File: src/rtl/mac_row_engine.sv
// Row of N_MACS saturating signed MAC lanes fed by a valid/ready beat stream.
// Activations are either broadcast to every lane or skewed down a systolic chain.
module mac_row_engine #(
  parameter int W      = 8,
  parameter int ACC_W  = 16,
  parameter int N_MACS = 4,
  parameter int KW     = 8
) (
  input  logic                    clk,
  input  logic                    rst,
  input  logic                    start,
  input  logic                    mode,
  input  logic [KW-1:0]           k_len,
  input  logic                    clear,
  input  logic                    a_valid,
  output logic                    a_ready,
  input  logic [W-1:0]            a_in,
  input  logic [N_MACS*W-1:0]     w_in,
  output logic                    out_valid,
  input  logic                    out_ready,
  output logic [N_MACS*ACC_W-1:0] acc_out,
  output logic [N_MACS-1:0]       sat_out,
  output logic                    busy
);

  localparam int FW = (N_MACS > 1) ? $clog2(N_MACS) : 1;

  typedef enum logic [1:0] {IDLE, STREAM, FLUSH, OUT} state_t;

  state_t          state, next;
  logic [KW-1:0]   cnt;
  logic [FW-1:0]   fcnt;
  logic            mode_r;
  logic            start_ok;
  logic            beat;
  logic            last_beat;

  assign start_ok  = (state == IDLE) && start && (k_len != '0);
  assign beat      = (state == STREAM) && a_valid;
  assign last_beat = beat && (cnt == KW'(1));

  always_ff @(posedge clk) begin
    if (rst) state <= IDLE;
    else     state <= next;
  end

  always_comb begin
    next = state;
    case (state)
      IDLE:   if (start_ok) next = STREAM;
      STREAM: if (last_beat) next = (mode_r && (N_MACS > 1)) ? FLUSH : OUT;
      FLUSH:  if (fcnt == FW'(1)) next = OUT;
      OUT:    if (out_ready) next = IDLE;
      default: next = IDLE;
    endcase
    if (clear) next = IDLE;
  end

  always_comb begin
    a_ready   = (state == STREAM);
    out_valid = (state == OUT);
    busy      = (state != IDLE);
  end

  // Beat counter during STREAM, drain counter so the last lane sees the final beat.
  always_ff @(posedge clk) begin
    if (rst || clear) begin
      cnt    <= '0;
      fcnt   <= '0;
      mode_r <= 1'b0;
    end else begin
      case (state)
        IDLE: if (start_ok) begin
          cnt    <= k_len;
          mode_r <= mode;
        end
        STREAM: if (beat) begin
          cnt <= cnt - KW'(1);
          if (last_beat) fcnt <= FW'(N_MACS - 1);
        end
        FLUSH: fcnt <= fcnt - FW'(1);
        default: ;
      endcase
    end
  end

  for (genvar j = 0; j < N_MACS; j++) begin : g_lane
    logic                   lane_v;
    logic [W-1:0]           lane_a;
    logic [W-1:0]           lane_w;
    logic signed [2*W-1:0]  prod;
    logic [ACC_W:0]         sum;
    logic                   ovf;
    logic [ACC_W-1:0]       acc_r;
    logic                   sat_r;

    if (j == 0) begin : g_direct
      assign lane_v = beat;
      assign lane_a = a_in;
      assign lane_w = w_in[W-1:0];
    end else begin : g_skew
      logic         v_d [j];
      logic [W-1:0] a_d [j];
      logic [W-1:0] w_d [j];

      // Lane j sees each beat j cycles late; bubbles travel as invalid stages.
      always_ff @(posedge clk) begin
        if (rst || clear || start_ok) begin
          for (int k = 0; k < j; k++) begin
            v_d[k] <= 1'b0;
            a_d[k] <= '0;
            w_d[k] <= '0;
          end
        end else begin
          v_d[0] <= beat;
          a_d[0] <= a_in;
          w_d[0] <= w_in[j*W +: W];
          for (int k = 1; k < j; k++) begin
            v_d[k] <= v_d[k-1];
            a_d[k] <= a_d[k-1];
            w_d[k] <= w_d[k-1];
          end
        end
      end

      assign lane_v = mode_r ? v_d[j-1] : beat;
      assign lane_a = mode_r ? a_d[j-1] : a_in;
      assign lane_w = mode_r ? w_d[j-1] : w_in[j*W +: W];
    end

    assign prod = $signed(lane_a) * $signed(lane_w);
    assign sum  = {acc_r[ACC_W-1], acc_r} + {{(ACC_W+1-2*W){prod[2*W-1]}}, prod};
    assign ovf  = sum[ACC_W] ^ sum[ACC_W-1];

    always_ff @(posedge clk) begin
      if (rst || clear || start_ok) begin
        acc_r <= '0;
        sat_r <= 1'b0;
      end else if (lane_v) begin
        if (ovf) begin
          acc_r <= sum[ACC_W] ? {1'b1, {(ACC_W-1){1'b0}}} : {1'b0, {(ACC_W-1){1'b1}}};
          sat_r <= 1'b1;
        end else begin
          acc_r <= sum[ACC_W-1:0];
        end
      end
    end

    assign acc_out[j*ACC_W +: ACC_W] = acc_r;
    assign sat_out[j]                = sat_r;
  end

endmodule

File: config.mk
export PLATFORM = sky130hd
export DESIGN_NAME = mac_row_engine
export DESIGN_NICKNAME = d
export VERILOG_FILES = /design/src/rtl/mac_row_engine.sv
export SDC_FILE = /design/constraint.sdc
export NUM_CORES = 1
export LEC_CHECK = 0
export CAP_MARGIN = 20
export CELL_PAD_IN_SITES_DETAIL_PLACEMENT = 1
export CELL_PAD_IN_SITES_GLOBAL_PLACEMENT = 2
export CORE_MARGIN = 1.5
export CORE_UTILIZATION = 39
export DETAILED_ROUTE_END_ITERATION = 7
export PLACE_DENSITY = 0.92
export REMOVE_ABC_BUFFERS = 1
export SYNTH_ARGS = -nofsm -noshare
export SYNTH_HDL_FRONTEND = slang
export SYNTH_SLANG_ARGS = --single-unit
File: constraint.sdc
create_clock -name clk -period 10.23 [get_ports clk]
set_input_delay 3.069 -clock clk [delete_from_list [all_inputs] [get_ports clk]]
set_output_delay 3.069 -clock clk [all_outputs]
set_load 0.01 [all_outputs]
==> flow_summary.json, run 1 <==
{
  "hold_class": "reg -> reg",
  "highest_layer": "met4",
  "grt-ovfl-total": 0,
  "p_sw_share_pct": 50.6,
  "seqPwrFrac_pct": 11.9,
  "crit_start": "a_in[7]",
  "grt_max_degree": 81,
  "crit_required_ns": 10.57,
  "power.leakage_uw": 0.00966,
  "slew_viol_final": 0,
  "path_max_fanout": 11,
  "wl_met3_um": 1960,
  "grt_pass1_wl_um": 83900,
  "cp.arrival_ns": 9.79,
  "layout_common_cells": "inv_1 (338), fa_1 (304), nand2_1 (181)",
  "startpoint_type": "primary input",
  "synthDistinctLibCells": 56,
  "combPwrFrac_pct": 76.3,
  "final_nets": 2624,
  "antenna_found_initial": 1,
  "setup_violations": 0,
  "fmax_mhz": 106,
  "holdWs_ns": 0.422,
  "clk_pin_slew_ns": 0.08,
  "crit_family": "adder cells",
  "power_density_nw_per_um2": 259,
  "p_switching_uw": 2720,
  "cp.depth": 19,
  "dpl.hpwl_um": 41100,
  "dieArea_sq_um": 48200,
  "grt_pass1_vias": 16000,
  "track_usage_pct": 22.4,
  "synthArstFlopShare_pct": 0,
  "yosysWarnings": 0,
  "first_iter_violations": 562,
  "n_antenna_cell": 0,
  "seq_area_frac_synth_pct": 17.1,
  "fin_crit_ns": 9.45,
  "endpoint_kind": "register",
  "p_int_uw": 2660,
  "crit_path_max_incr_delay_ns": 0.68,
  "relSlewSlack_pct": 34.0,
  "ios": 126,
  "via_count": 14100,
  "postSynthRegisterBits": 156,
  "drt-pass1-iter-count": 5,
  "reg2reg_from": "mode_r$_SDFFE_PP0P_",
  "port_buffers": 125,
  "hold_viol_final": 0,
  "r2r_slack_ns": 2.81,
  "max_cap_viol_count": 0,
  "cp_slowest_cell": "clkdlybuf4s50_1",
  "cts_tree": "done",
  "fin_worst_skew_ns": 0.0186,
  "wire_per_inst_um": 18.6,
  "outcome": "finished clean",
  "avgSynthCellArea_sq_um": 9.19,
  "dpl_worst_slack_ns": 0.363,
  "ant_nets": 0,
  "die_x_um": 220,
  "core_area_sq_um": 46500,
  "initial_core_util_pct": 39.4,
  "ctsResizeCount": 0,
  "setup_tns_ns": 0,
  "layout_commonest_cell": "inv_1",
  "cts_hold_buf": 0,
  "viasPerCell": 5.16,
  "synth_ff_type": "dfxtp_1",
  "row_count": 79,
  "period_share_pct": 92.4,
  "finalNonFillerCells": 2721,
  "tightestPinTransition_ns": 0.962,
  "drive_gt1_share_pct": 4.40,
  "cp_cell_sequence": "clkdlybuf4s50_1, nand2b_1, nand2_1, and2_1, inv_1, fa_1, inv_1, fa_1, fa_1, fa_1, fa_1, ha_1, nand3_1, o2111ai_1, and2_1, a31oi_1, xor2_1, or3_1, a21oi_1",
  "wl_met2_um": 25600,
  "clock-sinks": 156,
  "wirelength_um": 50500,
  "met1Wirelength_um": 21500,
  "cts_setup_buffers": 0,
  "cts_max_path_buffers": 2,
  "synth_area_sq_um": 18300,
  "clk_latency_ns": 0.49,
  "worstSetupEndpoint": "g_lane[1].acc_r[6]$_SDFFE_PP0P_",
  "drc": 0,
  "dieHeight_um": 220,
  "crit_type": "in -> reg",
  "path_buf_inv": 3,
  "ff2ff_path_depth": 19,
  "cts_buffers": 17,
  "rsz0062_at_grt": "no",
  "h-tree-depth": 4,
  "clkPwrFrac_pct": 11.8,
  "place_congestion": 0.846,
  "reg2reg_to": "g_lane[1].acc_r[6]$_SDFFE_PP0P_",
  "synth_edf_count": 0,
  "peakVddDrop_uv": 174,
  "synth_cells": 1991,
  "cpMostUsedCell": "fa_1",
  "clock-root-buffer": "clkbuf_16",
  "synthToLayoutAreaGrowth_pct": 13.9,
  "setup_slack_ns": 0.782,
  "placedCellCount": 2689
}
## Yosys cell counts, types with 10 or more instances
library cell,n,area (sq um)
a211oi_1,10,75.1
a21oi_1,103,515
a311oi_1,10,87.6
a31oi_1,11,68.8
and2_1,119,744
clkbuf_1,50,188
dfxtp_1,156,3120
fa_1,304,6090
ha_1,164,2050
inv_1,338,1270
maj3_1,10,100
mux2_2,13,146
mux2i_1,29,290
nand2_1,181,679
nand2b_1,19,119
nand3_1,24,120
nor2_1,168,631
nor2b_1,14,87.6
nor3_1,18,90.1
o2111ai_1,10,87.6
o21ai_0,56,280
xnor2_1,46,403
xor2_1,24,210
## sequential cells by signal (all words and copies together) (netlist names)
signal             count
g_lane.g_skew.v_d      3
g_lane.sat_r           4
g_lane.g_skew.a_d     24
g_lane.acc_r          64
cnt                    8
g_lane.g_skew.w_d     48
fcnt                   2
mode_r                 1
state                  2
## logic make-up (layout without fill, tap and decap cells)
kind of cell               after synthesis  after routing  share of synthesized area, %
AOI/OAI and AO/OA                      270            270                          9.17
DFF                                    156            156                          17.1
muxes                                   42             42                          2.39
xor gates and xnor gates                70             70                          3.35
buffers and inverters                  403            526                          8.41
adders and majority gates              478            478                          45.0
and+or+nand+nor                        572            572                          14.6
## layout make-up
| type | instances | area [sq um] |
|---|---|---|
| clock buffer | 24 | 492 |
| multi-input combinational | 1432 | 13600 |
| inverter | 339 | 1270 |
| tap | 607 | 759 |
| fill | 5419 | 25600 |
| timing repair buffer | 155 | 1480 |
| sequential | 156 | 3130 |
| clock inverter | 8 | 58.8 |
## power by group through the flow
stage	combinational (uW)	sequential (uW)	clock, uW
final	4110	641	633
after global routing	4660	643	673
after CTS	4140	641	647
after detailed placement	4030	655	0
after global placement	3850	654	0
after floorplan	2950	653	0
## metrics by stage
step           power [uW]  area, sq um  util, %
6_report             5380        20800     44.8
3_5_place_dp         4690        20300     43.6
3_3_place_gp         4500        20300     43.6
2_1_floorplan        3600        18000        -
5_1_grt              5980        20800     44.8
4_1_cts              5430        20800     44.8
## routing by layer
metal  GRT usage [%]  vias to the layer above
met5               0                        -
met4            7.53                        0
met3            3.63                       83
met2            39.8                      263
met1            27.4                     7197
li1                -                     6508
## how the worst min path moves through the flow
stage,from,endpoint,slack [ns],cells past startpoint
floorplan,g_lane[2].g_skew.w_d[0][2]$_SDFF_PP0_,g_lane[2].g_skew.w_d[0][10]$_SDFF_PP0_,0.41,1
global placement,g_lane[3].g_skew.w_d[0][0]$_SDFF_PP0_,g_lane[3].g_skew.w_d[0][8]$_SDFF_PP0_,0.41,1
detailed placement,g_lane[3].g_skew.w_d[0][8]$_SDFF_PP0_,g_lane[3].g_skew.w_d[0][16]$_SDFF_PP0_,0.41,1
CTS,g_lane[3].g_skew.w_d[0][1]$_SDFF_PP0_,g_lane[3].g_skew.w_d[0][9]$_SDFF_PP0_,0.43,1
global route,g_lane[2].g_skew.w_d[0][5]$_SDFF_PP0_,g_lane[2].g_skew.w_d[0][13]$_SDFF_PP0_,0.44,1
finish,g_lane[3].g_skew.w_d[0][1]$_SDFF_PP0_,g_lane[3].g_skew.w_d[0][9]$_SDFF_PP0_,0.42,1
No activity file was read; power rests on OpenSTA's default activity.
==> inputs of run 2 (changes only) <==
- CORE_ASPECT_RATIO: not set -> 1.75
==> run 2 against run 1 <==
  * The flow now finishes with violations (DRC)
  * Worst hold slack improved by 0.012 ns
  * Fmax rose by 1.5%
  * Flip-flop and latch count did not move
  * Clock skew rose by 0.0015 ns
  * Setup slack improved by 0.14 ns
  * Sequential share of layout area barely moved
  * Design area fell by 0.19%
  * First-iteration DRC count fell by 13%
  * Total power fell by 0.70%
  * Global-route usage rose by 0.37 points
  * Critical path type unchanged
  * Critical path depth did not move
==> flow_summary.json, run 2 (synthesis gave the netlist of run 1 again) <==
{
  "synthToLayoutAreaGrowth_pct": 13.7,
  "clkPwrFrac_pct": 12.4,
  "antenna_found_initial": 1,
  "power_density_nw_per_um2": 257,
  "clk_latency_ns": 0.47,
  "port_buffers": 125,
  "slew_viol_final": 0,
  "seqPwrFrac_pct": 12.0,
  "layout_common_cells": "inv_1 (338), fa_1 (304), nand2_1 (181)",
  "first_iter_violations": 489,
  "row_count": 104,
  "setup_tns_ns": 0,
  "drt-pass1-iter-count": 8,
  "crit_type": "in -> reg",
  "regMostFlops": "g_lane.acc_r",
  "place_congestion": 0.863,
  "finalNonFillerCells": 2693,
  "initial_core_util_pct": 39.6,
  "ios": 126,
  "outcome": "finished, violations left",
  "crit_required_ns": 10.56,
  "utilization_pct": 45.0,
  "fmax_mhz": 107,
  "placedCellCount": 2661,
  "drc": 6,
  "relSlewSlack_pct": 32.0,
  "peakVddDrop_uv": 280,
  "largest_register_ffs": 64,
  "ant_nets": 0,
  "h-tree-depth": 4,
  "hold_viol_final": 0,
  "fin_worst_skew_ns": 0.0201,
  "dieHeight_um": 289,
  "top_regs": "g_lane.acc_r: 64 flops, g_lane.g_skew.w_d: 48 flops, g_lane.g_skew.a_d: 24 flops",
  "wire_per_inst_um": 19.1,
  "viasPerCell": 5.24,
  "n_antenna_cell": 0,
  "setup_violations": 0,
  "cts_hold_buf": 0,
  "dpl.hpwl_um": 43300,
  "endpoint_kind": "register",
  "wirelength_um": 51400,
  "power.leakage_uw": 0.00967,
  "dpl_worst_slack_ns": 0.496,
  "ctsResizeCount": 0,
  "cts_setup_buffers": 0,
  "grt_pass1_vias": 16400,
  "clock-root-buffer": "clkbuf_16",
  "period_share_pct": 91.0,
  "clock-sinks": 156,
  "die_x_um": 167,
  "cts_tree": "done",
  "via_count": 14100,
  "p_sw_share_pct": 50.5,
  "cp.arrival_ns": 9.65,
  "rsz0062_at_grt": "no",
  "clk_pin_slew_ns": 0.07,
  "cts_max_path_buffers": 2,
  "layout_commonest_cell": "inv_1",
  "p_switching_uw": 2700,
  "combPwrFrac_pct": 75.6,
  "grt_pass1_wl_um": 85300,
  "core_area_sq_um": 46200,
  "final_nets": 2620,
  "path_max_fanout": 10,
  "tightestPinTransition_ns": 0.992,
  "hold_class": "reg -> reg",
  "max_cap_viol_count": 0,
  "dieArea_sq_um": 48300,
  "track_usage_pct": 22.8,
  "p_int_uw": 2650,
  "grt-ovfl-total": 0,
  "drive_gt1_share_pct": 4.36,
  "cts_buffers": 17,
  "setup_slack_ns": 0.917,
  "grt_max_degree": 89,
  "startpoint_type": "primary input",
  "fin_crit_ns": 9.31,
  "violations": "DRC"
}
## run 2: final cells by class
type                            count  area, sq um
Multi-Input combinational cell   1432        13600
Fill cell                        5311        25400
Timing Repair Buffer              151         1440
Clock buffer                       18          439
Inverter                          339         1270
Clock inverter                     14          135
Sequential cell                   156         3130
Tap cell                          583          729
## run 2: power by group through the flow
stage / sequential, uW / combinational [uW] / clock [uW]
floorplan: 653 / 2950 / 0
global placement: 654 / 3870 / 0
detailed placement: 655 / 4030 / 0
CTS: 641 / 4100 / 679
global route: 643 / 4600 / 697
finish: 640 / 4040 / 664
## run 2: per-layer routing
metal | part of all wire, % | vias up | global-route usage [%]
met1 | 34 | 7204 | 21.9
met4 | 5.5 | 0 | 12.9
met5 | 0 | - | 0
li1 | - | 6497 | -
met2 | 58 | 278 | 46.6
met3 | 2.5 | 143 | 2.23
## run 2: through the flow
step	total power [uW]	area (sq um)	hold slack, ns
global route	5940	20800	0.442
CTS	5420	20800	0.436
floorplan	3600	18000	0.406
detailed placement	4680	20200	0.418
finish	5350	20800	0.434
global placement	4520	20200	0.410
## run 2: final timing paths
kind / start / end / slack (ns) / depth (start not counted)
max: a_in[7] / g_lane[1].acc_r[3]$_SDFFE_PP0P_ / 0.92 / 19
min: g_lane[3].g_skew.w_d[0][15]$_SDFF_PP0_ / g_lane[3].g_skew.w_d[0][23]$_SDFF_PP0_ / 0.43 / 1
max reg2reg: mode_r$_SDFFE_PP0P_ / g_lane[2].acc_r[7]$_SDFFE_PP0P_ / 3.05 / 18
min reg2reg: g_lane[3].g_skew.w_d[0][15]$_SDFF_PP0_ / g_lane[3].g_skew.w_d[0][23]$_SDFF_PP0_ / 0.43 / 1
## run 2: critical path: stages
cell             delay (ns)
clkdlybuf4s50_1        0.68
nand2b_1               0.19
nand2_1                0.19
and2_1                 0.49
inv_1                  0.19
fa_1                   0.54
inv_1                  0.05
fa_1                   0.48
fa_1                   0.57
fa_1                   0.44
fa_1                   0.46
ha_1                   0.40
nand3_1                0.12
o2111ai_1              0.30
and2_1                 0.22
a31oi_1                0.10
xor2_1                 0.60
or3_1                  0.39
a31oi_1                0.13
